### config.mk
export PLATFORM = sky130hd
export DESIGN_NAME = mux_n1_scan
export DESIGN_NICKNAME = d
export VERILOG_FILES = /design/src/rtl/mux_n1_scan.sv
export SDC_FILE = /design/constraint.sdc
export NUM_CORES = 1
export LEC_CHECK = 0
export BUFFER_PORTS_ARGS = -buffer_cell sky130_fd_sc_hd__buf_4
export CAP_MARGIN = 5
export CELL_PAD_IN_SITES_DETAIL_PLACEMENT = 2
export CELL_PAD_IN_SITES_GLOBAL_PLACEMENT = 2
export CORE_MARGIN = 2
export CORE_UTILIZATION = 36
export DETAILED_ROUTE_END_ITERATION = 7
export PLACE_DENSITY = 0.85
export SLEW_MARGIN = 25
export SYNTH_ARGS = -nofsm -noshare
export SYNTH_HDL_FRONTEND = slang
export SYNTH_SLANG_ARGS = --single-unit
### constraint.sdc
create_clock -name CLK -period 2.65 [get_ports CLK]
set_clock_uncertainty 0.1 [all_clocks]
set_input_delay 0.1325 -clock CLK [delete_from_list [all_inputs] [get_ports CLK]]
set_output_delay 0.1325 -clock CLK [all_outputs]
set_load 0.02 [all_outputs]
### src/rtl/mux_n1_scan.sv
// Parametrised N:1 mux with registered output, manual select or auto-scan every DWELL cycles.
// Optional MUX_SCAN_MASK_EN adds a MASK input that removes channels from the auto-scan rotation.
module mux_n1_scan #(
  parameter int unsigned WIDTH    = 8,
  parameter int unsigned CHANNELS = 4,
  parameter int unsigned DWELL    = 50,
  localparam int unsigned SELW    = (CHANNELS > 2) ? $clog2(CHANNELS) : 1
) (
  input  logic                      CLK,
  input  logic                      RST_N,
  input  logic [CHANNELS*WIDTH-1:0] A,
  input  logic [SELW-1:0]           S,
  input  logic                      MODE,
  input  logic                      EN,
`ifdef MUX_SCAN_MASK_EN
  input  logic [CHANNELS-1:0]       MASK,
`endif
  output logic [WIDTH-1:0]          Q,
  output logic [SELW-1:0]           CH,
  output logic                      STB
);

  localparam int unsigned       CNTW     = 16;
  localparam logic [SELW:0]     CH_LIM   = (SELW+1)'(CHANNELS);
  localparam logic [CNTW-1:0]   CNT_LAST = CNTW'(DWELL - 1);
`ifndef MUX_SCAN_MASK_EN
  localparam logic [SELW-1:0]   CH_LAST  = SELW'(CHANNELS - 1);
`endif

  logic [WIDTH-1:0] q_q, q_d;
  logic [SELW-1:0]  ch_q, ch_d;
  logic [CNTW-1:0]  cnt_q, cnt_d;
  logic             stb_q, stb_d;
  logic [SELW-1:0]  nxt_ch;
  logic             s_ok, ch_ok;

  // Unpacked view of the packed channel bus
  logic [WIDTH-1:0] chan [CHANNELS];
  for (genvar k = 0; k < CHANNELS; k++) begin : g_chan
    assign chan[k] = A[k*WIDTH +: WIDTH];
  end

`ifdef MUX_SCAN_MASK_EN
  logic             all_masked;
  logic             found;
  int unsigned      idx;

  assign all_masked = &MASK;

  // Next unmasked channel in ascending wrapping order; stays put if none other is free
  always_comb begin
    nxt_ch = ch_q;
    found  = 1'b0;
    idx    = '0;
    for (int unsigned i = 1; i < CHANNELS; i++) begin
      idx = 32'(ch_q) + i;
      if (idx >= CHANNELS) idx = idx - CHANNELS;
      if (!found && !MASK[idx[SELW-1:0]]) begin
        found  = 1'b1;
        nxt_ch = idx[SELW-1:0];
      end
    end
  end
`else
  assign nxt_ch = (ch_q == CH_LAST) ? '0 : ch_q + SELW'(1);
`endif

  always_comb begin
    q_d   = q_q;
    ch_d  = ch_q;
    cnt_d = cnt_q;
    stb_d = 1'b0;
    s_ok  = {1'b0, S} < CH_LIM;
    ch_ok = {1'b0, ch_q} < CH_LIM;
    if (EN) begin
      if (!MODE) begin
        ch_d  = S;
        cnt_d = '0;
        q_d   = s_ok ? chan[S] : '0;
      end else if (!ch_ok) begin
        // Out-of-range channel carried over from manual mode restarts the scan at 0
        ch_d  = '0;
        cnt_d = '0;
        q_d   = '0;
      end else begin
        q_d = chan[ch_q];
`ifdef MUX_SCAN_MASK_EN
        if (all_masked) q_d = '0;
`endif
        if (cnt_q == CNT_LAST) begin
          cnt_d = '0;
          ch_d  = nxt_ch;
        end else begin
          cnt_d = cnt_q + CNTW'(1);
        end
      end
      stb_d = (ch_d != ch_q);
    end
  end

  always_ff @(posedge CLK or negedge RST_N) begin
    if (!RST_N) begin
      q_q   <= '0;
      ch_q  <= '0;
      cnt_q <= '0;
      stb_q <= 1'b0;
    end else begin
      q_q   <= q_d;
      ch_q  <= ch_d;
      cnt_q <= cnt_d;
      stb_q <= stb_d;
    end
  end

  assign Q   = q_q;
  assign CH  = ch_q;
  assign STB = stb_q;

endmodule

==> results of run 1 <==
==> synth_stat cells, drive strengths merged (5+ instances only) <==
library cell / count
dfrtp: 27
nor2: 17
mux4: 16
a21oi: 13
nand2: 10
mux2i: 9
xor2: 9
clkbuf: 7
nand3: 7
buf: 5
nand4: 5
==> area by class of cell <==
class / instances / area, µm² / area share (%)
Inverter: 3 / 11.26 / 0.4862
Tap cell: 70 / 87.58 / 3.782
Clock buffer: 4 / 45.04 / 1.945
Multi-Input combinational cell: 131 / 1119 / 48.30
Sequential cell: 27 / 675.6 / 29.17
Timing Repair Buffer: 50 / 377.9 / 16.32
==> worst max-delay path by stage <==
stage	from	slack, ns	depth (start not counted)	end
after global placement	cnt_q[1]	0.56	6	CH[0]
after global routing	cnt_q[1]	0.07	6	CH[0]
final	cnt_q[1]	0.36	6	CH[0]
after floorplan	CH[0]	0.87	4	Q[2]
after detailed placement	cnt_q[1]	0.32	6	CH[1]
after CTS	cnt_q[1]	0.29	6	CH[0]
==> sequential cells by signal (all words and copies together) (netlist names) <==
| name | cells |
|---|---|
| cnt_q | 16 |
| STB | 1 |
| Q | 8 |
| CH | 2 |
==> metrics by stage <==
step                      total power [mW]  instances
after floorplan                     0.6703        173
after global placement              0.7841        280
after detailed placement            0.8144        280
after CTS                            1.059        285
after global routing                 1.104        285
final                                1.043        285
==> cells in the final DEF (no fill, tap or decap), types with 2 or more instances in the layout <==
| cell type | synthesis | final |
|---|---|---|
| buf_4 | 0 | 49 |
| o21ai_0 | 4 | 4 |
| o22ai_1 | 2 | 2 |
| mux2i_1 | 9 | 9 |
| nand2_1 | 9 | 9 |
| xnor2_1 | 2 | 2 |
| nand4_1 | 5 | 5 |
| a31oi_1 | 3 | 3 |
| dfrtp_1 | 27 | 27 |
| ha_1 | 3 | 3 |
| a21oi_1 | 13 | 13 |
| and2_1 | 2 | 2 |
| and3_1 | 3 | 3 |
| xor2_1 | 9 | 9 |
| clkbuf_8 | 0 | 3 |
| inv_1 | 3 | 3 |
| nand3_1 | 6 | 6 |
| o31ai_1 | 3 | 3 |
| or4_1 | 3 | 3 |
| nor2_1 | 17 | 17 |
| a41oi_1 | 4 | 4 |
| mux4_2 | 16 | 16 |
| nand2b_1 | 2 | 2 |
==> kinds of logic after synthesis <==
kind of cell	Yosys count	synth area share, %
compound gates	34	11.67
buf+inv	15	4.336
xor+xnor	11	5.137
mux	25	24.02
flops	27	36.02
fa+ha+maj	3	2.002
simple gates	58	16.81
==> power groups by stage <==
stage,logic (mW),registers [mW],clock network (mW)
after detailed placement,0.327,0.488,0
after CTS,0.329,0.480,0.249
after global routing,0.349,0.485,0.269
after floorplan,0.167,0.503,0
final,0.323,0.479,0.241
after global placement,0.300,0.484,0
==> critical path, delay by kind of cell, from the launching register on <==
kind                     cells  cell delay, ns
AO/OA/AOI/OAI                2            0.72
adder cells (fa/ha/maj)      1            0.15
buffers and inverters        1            0.09
flip-flops                   1            0.43
AND/OR/NAND/NOR              2            0.68
==> routing by layer <==
layer / GRT usage [%] / up-vias / share of wire (%)
met2: 41.16 / 51 / 57
met4: 6.000 / 0 / 1.2
li1: - / 744 / -
met1: 21.83 / 822 / 38
met3: 2.962 / 5 / 3.8
met5: 0 / - / 0
==> timing repair <==
action | in CTS | in global routing
setup endpoints to repair | 0 | 0
setup buffers | 0 | 0
hold buffers | 1 | 0
hold endpoints to repair | 27 | 0
==> summary.txt, run 1 <==
Worst setup path
  • Crit path max-delay cell type: a21boi_2
  • Reg2reg setup slack: 0.36 ns
  • Crit path launch type: flip-flop
  • FF-to-FF Start: cnt_q[1]
  • Crit-path max FO: 13
  • Setup CP Type: flip-flop to flip-flop
  • RR Endpoint: CH[0]
  • Slowest Stage Delay on Critical Path: 0.56 ns
  • CP cell instances: inv_1 -> ha_1 -> nor4b_1 -> nand4_1 -> a21boi_2 -> o2bb2ai_1
  • Worst EP arrival: 2.34 ns
  • Crit. End Element: flip-flop
  • CP required: 2.70 ns
  • Reg2Reg Depth: 6

Power and ir drop
  • Combinational power share: 31.0%
  • P_int: 0.7179 mW
  • P_sw: 0.3252 mW
  • Max IR drop VDD: 0.1929 mV
  • Switching share of power: 31.17%
  • Clk pwr share: 23.1%
  • PD cells: 450.4 nW/µm²
  • Register share of total power: 45.9%
  • Reported leakage power: 0.9870 nW

Floorplanning
  • Core ar.: 5075 µm²
  • Die area: 5803 µm²
  • # rows: 26
  • Ports: 49
  • DIE WIDTH: 76.18 µm
  • Starting density of the core: 36.96%
  • Die Y: 76.18 µm

Logic synthesis
  • Syn. warnings: 0
  • Mean Syn Cell Area: 10.84 µm²
  • Post-synthesis register bit count: 27
  • Syn_nets: 214
  • Top post-synthesis cells by area: dfrtp_1, mux4_2, mux2i_1
  • Post-synth EDFFs: 0
  • Netlist cell types: 40
  • Post-synthesis cell type with the largest combined area: dfrtp_1
  • Share of Yosys cell area claimed by the top area cell type: 36.02%
  • Mapped cell area: 1876 µm²
  • Sequential element share of the synthesized area: 36.02%
  • Async S/R FF share, synth: 100.0%
  • Post-Synthesis Cells: 173
  • Ys flop type: dfrtp_1

Cells and area
  • Ant diodes: 0
  • FILL cells: 540
  • Final core utilization: 45.64%
  • Share of layout cells above drive strength 1: 35.35%
  • Final nets: 257
  • Layout area overhead: 23.48%
  • Cell area after layout: 2316 µm²

Placed design
  • Gp weighted congestion: 0.7670
  • Port bufs: 48
  • DP Wirelength: 4384 µm
  • Setup WS pre-CTS: 0.3230 ns
  • Placed Area: 2261 µm²

Clock tree
  • Cts bufs inserted: 3
  • Clock Sinks: 27
  • Worst-path clk slew: 0.09 ns
  • Bufs on Longest Clock Path: 2
  • Clock root buffer: clkbuf_8
  • CTS tree: yes
  • Worst-skew pair later-pin latency: 0.28 ns
  • CTS H-tree lvls: 1
  • CTS-repair resized insts: 0

Global route
  • Antenna violations before repair: 0
  • Vias in the first global route: 1,972
  • Pin count of the biggest net entering global routing: 34
  • Global-route wire length before repair: 9446 µm
  • Grt ovf: 0
  • GRT Overall Usage: 20.46%

Drt
  • Via density per instance: 5.691
  • Routed Antenna Nets: 0
  • DR pass1 iterations: 4
  • DRT iter0 DRCs: 35
  • Drt wl/cell: 19.52 µm
  • # DRC: 0
  • Via count: 1,622
  • Total routed wirelength: 5564 µm

Timing
  • Fmax: 435.8 MHz
  • Fin Setup TNS: 0 ns
  • Fin crit period: 2.295 ns
  • Worst-Margin Slew: 0.5791 ns
  • Fin. max-slew vios: 0
  • Post-layout worst setup margin: 0.3553 ns
  • Final worst path period share: 86.59%
  • Final setup fails: 0
  • Hold slack: 0.1815 ns
  • Worst slew margin: 61.16%
  • Fin. Hold Viols: 0
  • RSZ-0062 raised after global routing: no

Status
  • Outcome: finished clean

Worst hold path
  • WHS Path Cells: 2
  • Hold Path Sink: Q[4]
  • Min-delay src: EN
  • Hold WC Path Type: input pin to flip-flop

Run
  • Max_cap viols: 0
(Power assumes the default switching activity.)
==> inputs of run 2 (changes only) <==
--- a/config.mk
+++ b/config.mk
@@ -6,11 +6,12 @@
 export NUM_CORES = 1
 export LEC_CHECK = 0
 export BUFFER_PORTS_ARGS = -buffer_cell sky130_fd_sc_hd__buf_4
-export CAP_MARGIN = 5
+export CAP_MARGIN = 20
 export CELL_PAD_IN_SITES_DETAIL_PLACEMENT = 2
 export CELL_PAD_IN_SITES_GLOBAL_PLACEMENT = 2
 export CORE_MARGIN = 2
 export CORE_UTILIZATION = 36
+export CTS_BUF_LIST = sky130_fd_sc_hd__clkbuf_4 sky130_fd_sc_hd__clkbuf_8 sky130_fd_sc_hd__clkbuf_16
 export DETAILED_ROUTE_END_ITERATION = 7
 export PLACE_DENSITY = 0.85
 export SLEW_MARGIN = 25
==> summary.txt, run 2 (synthesized netlist as in run 1, its figures left out) <==
Status
  • Outcome: finished clean

Cells and area
  • Ant diodes: 0 (unchanged)
  • Biggest register: cnt_q
  • Layout area overhead: 23.68%
  • Max FFs per register: 16 (unchanged)
  • Final core utilization: 45.71% (+0.074 points)
  • Cell area after layout: 2320 µm² (+0.16%)
  • Most common cell after layout, fill and taps aside: buf_4
  • Final nets: 257 (unchanged)
  • Final Instance Count excl. Fillers: 285 (unchanged)
  • Share of layout cells above drive strength 1: 35.81% (+0.47 points)
  • Commonest non-fill, non-tap cells in the layout: buf_4, dfrtp_1, nor2_1

Worst setup path
  • CP cell instances: inv_1 -> ha_1 -> nor4b_1 -> nand4_1 -> a21boi_2 -> o2bb2ai_1
  • CP required: 2.70 ns (about the same)
  • Crit. End Element: flip-flop
  • Crit-path max FO: 13 (unchanged)
  • Worst path buffer plus inverter count: 1 (unchanged)
  • Levels on crit path: 6 (unchanged)
  • Worst EP arrival: 2.34 ns (about the same)
  • Reg2Reg Depth: 6 (unchanged)
  • Setup CP Type: flip-flop to flip-flop
  • Slowest Stage Delay on Critical Path: 0.56 ns (about the same)
  • Crit path launch type: flip-flop
  • Kind of cell adding the most delay to the critical path: compound AO/OA/AOI/OAI gates
  • Crit path max-delay cell type: a21boi_2

Clock tree
  • Clock Sinks: 27 (unchanged)
  • CTS tree: yes
  • Cts bufs inserted: 3 (unchanged)
  • Worst-path clk slew: 0.09 ns (about the same)
  • Bufs on Longest Clock Path: 2 (unchanged)
  • CTS-repair resized insts: 0 (unchanged)
  • Worst-skew pair later-pin latency: 0.28 ns (about the same)
  • Clock root buffer: clkbuf_8
  • CTS H-tree lvls: 1 (unchanged)

Timing
  • Final worst path period share: 86.59% (about the same)
  • Post-layout worst setup margin: 0.3554 ns (+0.0001050 ns)
  • Hold slack: 0.1815 ns (-0.00005500 ns)
  • Worst slew margin: 61.16% (about the same)
  • Fin crit period: 2.295 ns (-0.0001050 ns)
  • RSZ-0062 raised after global routing: no
  • Fin Setup TNS: 0 ns (unchanged)
  • Fin. Hold Viols: 0 (unchanged)
  • Fmax: 435.8 MHz (about the same)
  • Fin. max-slew vios: 0 (unchanged)
  • Worst-Margin Slew: 0.5791 ns (-0.000002086 ns)
  • Final setup fails: 0 (unchanged)

Global route
  • GRT Overall Usage: 20.46% (unchanged)
  • Vias in the first global route: 1,972 (unchanged)
  • Pin count of the biggest net entering global routing: 34 (unchanged)
  • Antenna violations before repair: 0 (unchanged)
  • Grt ovf: 0 (unchanged)
  • Global-route wire length before repair: 9446 µm (unchanged)

Worst hold path
  • Hold WC Path Type: input pin to flip-flop
  • WHS Path Cells: 2 (unchanged)

Floorplanning
  • Starting density of the core: 36.96% (unchanged)
  • DIE WIDTH: 76.18 µm (unchanged)
  • # rows: 26 (unchanged)
  • Die Y: 76.18 µm (unchanged)
  • Core ar.: 5075 µm² (unchanged)
  • Ports: 49 (unchanged)
  • Die area: 5803 µm² (unchanged)

Placed design
  • Setup WS pre-CTS: 0.3230 ns (unchanged)
  • Gp weighted congestion: 0.7670 (unchanged)
  • DP Wirelength: 4384 µm (unchanged)
  • Port bufs: 48 (unchanged)
  • Placed insts: 280 (unchanged)
  • Placed Area: 2261 µm² (unchanged)

Power and ir drop
  • Register share of total power: 45.5% (-0.4 points)
  • Combinational power share: 30.7% (-0.3 points)
  • Max IR drop VDD: 0.1929 mV (about the same)
  • Final Power: 1.053 mW (+0.98%)
  • Clk pwr share: 23.8% (+0.7 points)
  • Switching share of power: 30.87% (-0.31 points)
  • PD cells: 454.1 nW/µm² (+0.81%)
  • Reported leakage power: 0.9904 nW (+0.35%)
  • P_int: 0.7282 mW (+1.4%)
  • P_sw: 0.3251 mW (about the same)

Drt
  • DRT iter0 DRCs: 35 (unchanged)
  • Drt wl/cell: 19.53 µm (about the same)
  • Total routed wirelength: 5566 µm (about the same)
  • Routed Antenna Nets: 0 (unchanged)
  • Via count: 1,627 (+0.31%)
  • # DRC: 0 (unchanged)
  • DR pass1 iterations: 4 (unchanged)
  • Via density per instance: 5.709 (+0.31%)

Run
  • Max_cap viols: 0 (unchanged)
-- run 2: metal layers --
metal,vias up,share of wire (%),global-route usage [%]
li1,744,-,-
met1,825,38,21.83
met2,53,57,41.16
met3,5,4.0,2.962
met4,0,1.2,6.000
met5,-,0,0
-- run 2: final cells by class --
cell class	count	area, µm²
Inverter	3	11.26
Sequential cell	27	675.6
Tap cell	70	87.58
Multi-Input combinational cell	131	1119
Fill cell	538	2755
Clock buffer	4	48.80
Timing Repair Buffer	50	377.9
-- run 2: power by group through the flow --
stage / registers (mW) / clock network (mW) / logic (mW)
2_1_floorplan: 0.503 / 0 / 0.167
6_report: 0.479 / 0.251 / 0.323
5_1_grt: 0.485 / 0.279 / 0.349
4_1_cts: 0.480 / 0.259 / 0.329
3_5_place_dp: 0.488 / 0 / 0.327
3_3_place_gp: 0.484 / 0 / 0.300
-- run 2: final timing paths --
kind | slack, ns | start | to
setup / recovery | 0.36 | cnt_q[1] | CH[0]
hold / removal | 0.18 | EN | Q[4]
setup reg to reg | 0.36 | cnt_q[1] | CH[0]
hold reg to reg | 0.45 | Q[1] | Q[1]
max in group asynchronous | 1.98 | RST_N | cnt_q[10]
min in group asynchronous | 0.21 | RST_N | cnt_q[14]
-- run 2: timing repair --
action / 4_1_cts / 5_1_grt
hold endpoints to repair: 27 / 0
hold buffers: 1 / 0
setup buffers: 0 / 0
-- run 2: worst register-to-register path: cells and delay by family, from the launching register on --
kind | cells | cell delay (ns)
AO/OA/AOI/OAI | 2 | 0.72
adder cells (fa/ha/maj) | 1 | 0.16
buffers and inverters | 1 | 0.09
flip-flops | 1 | 0.43
AND/OR/NAND/NOR | 2 | 0.68
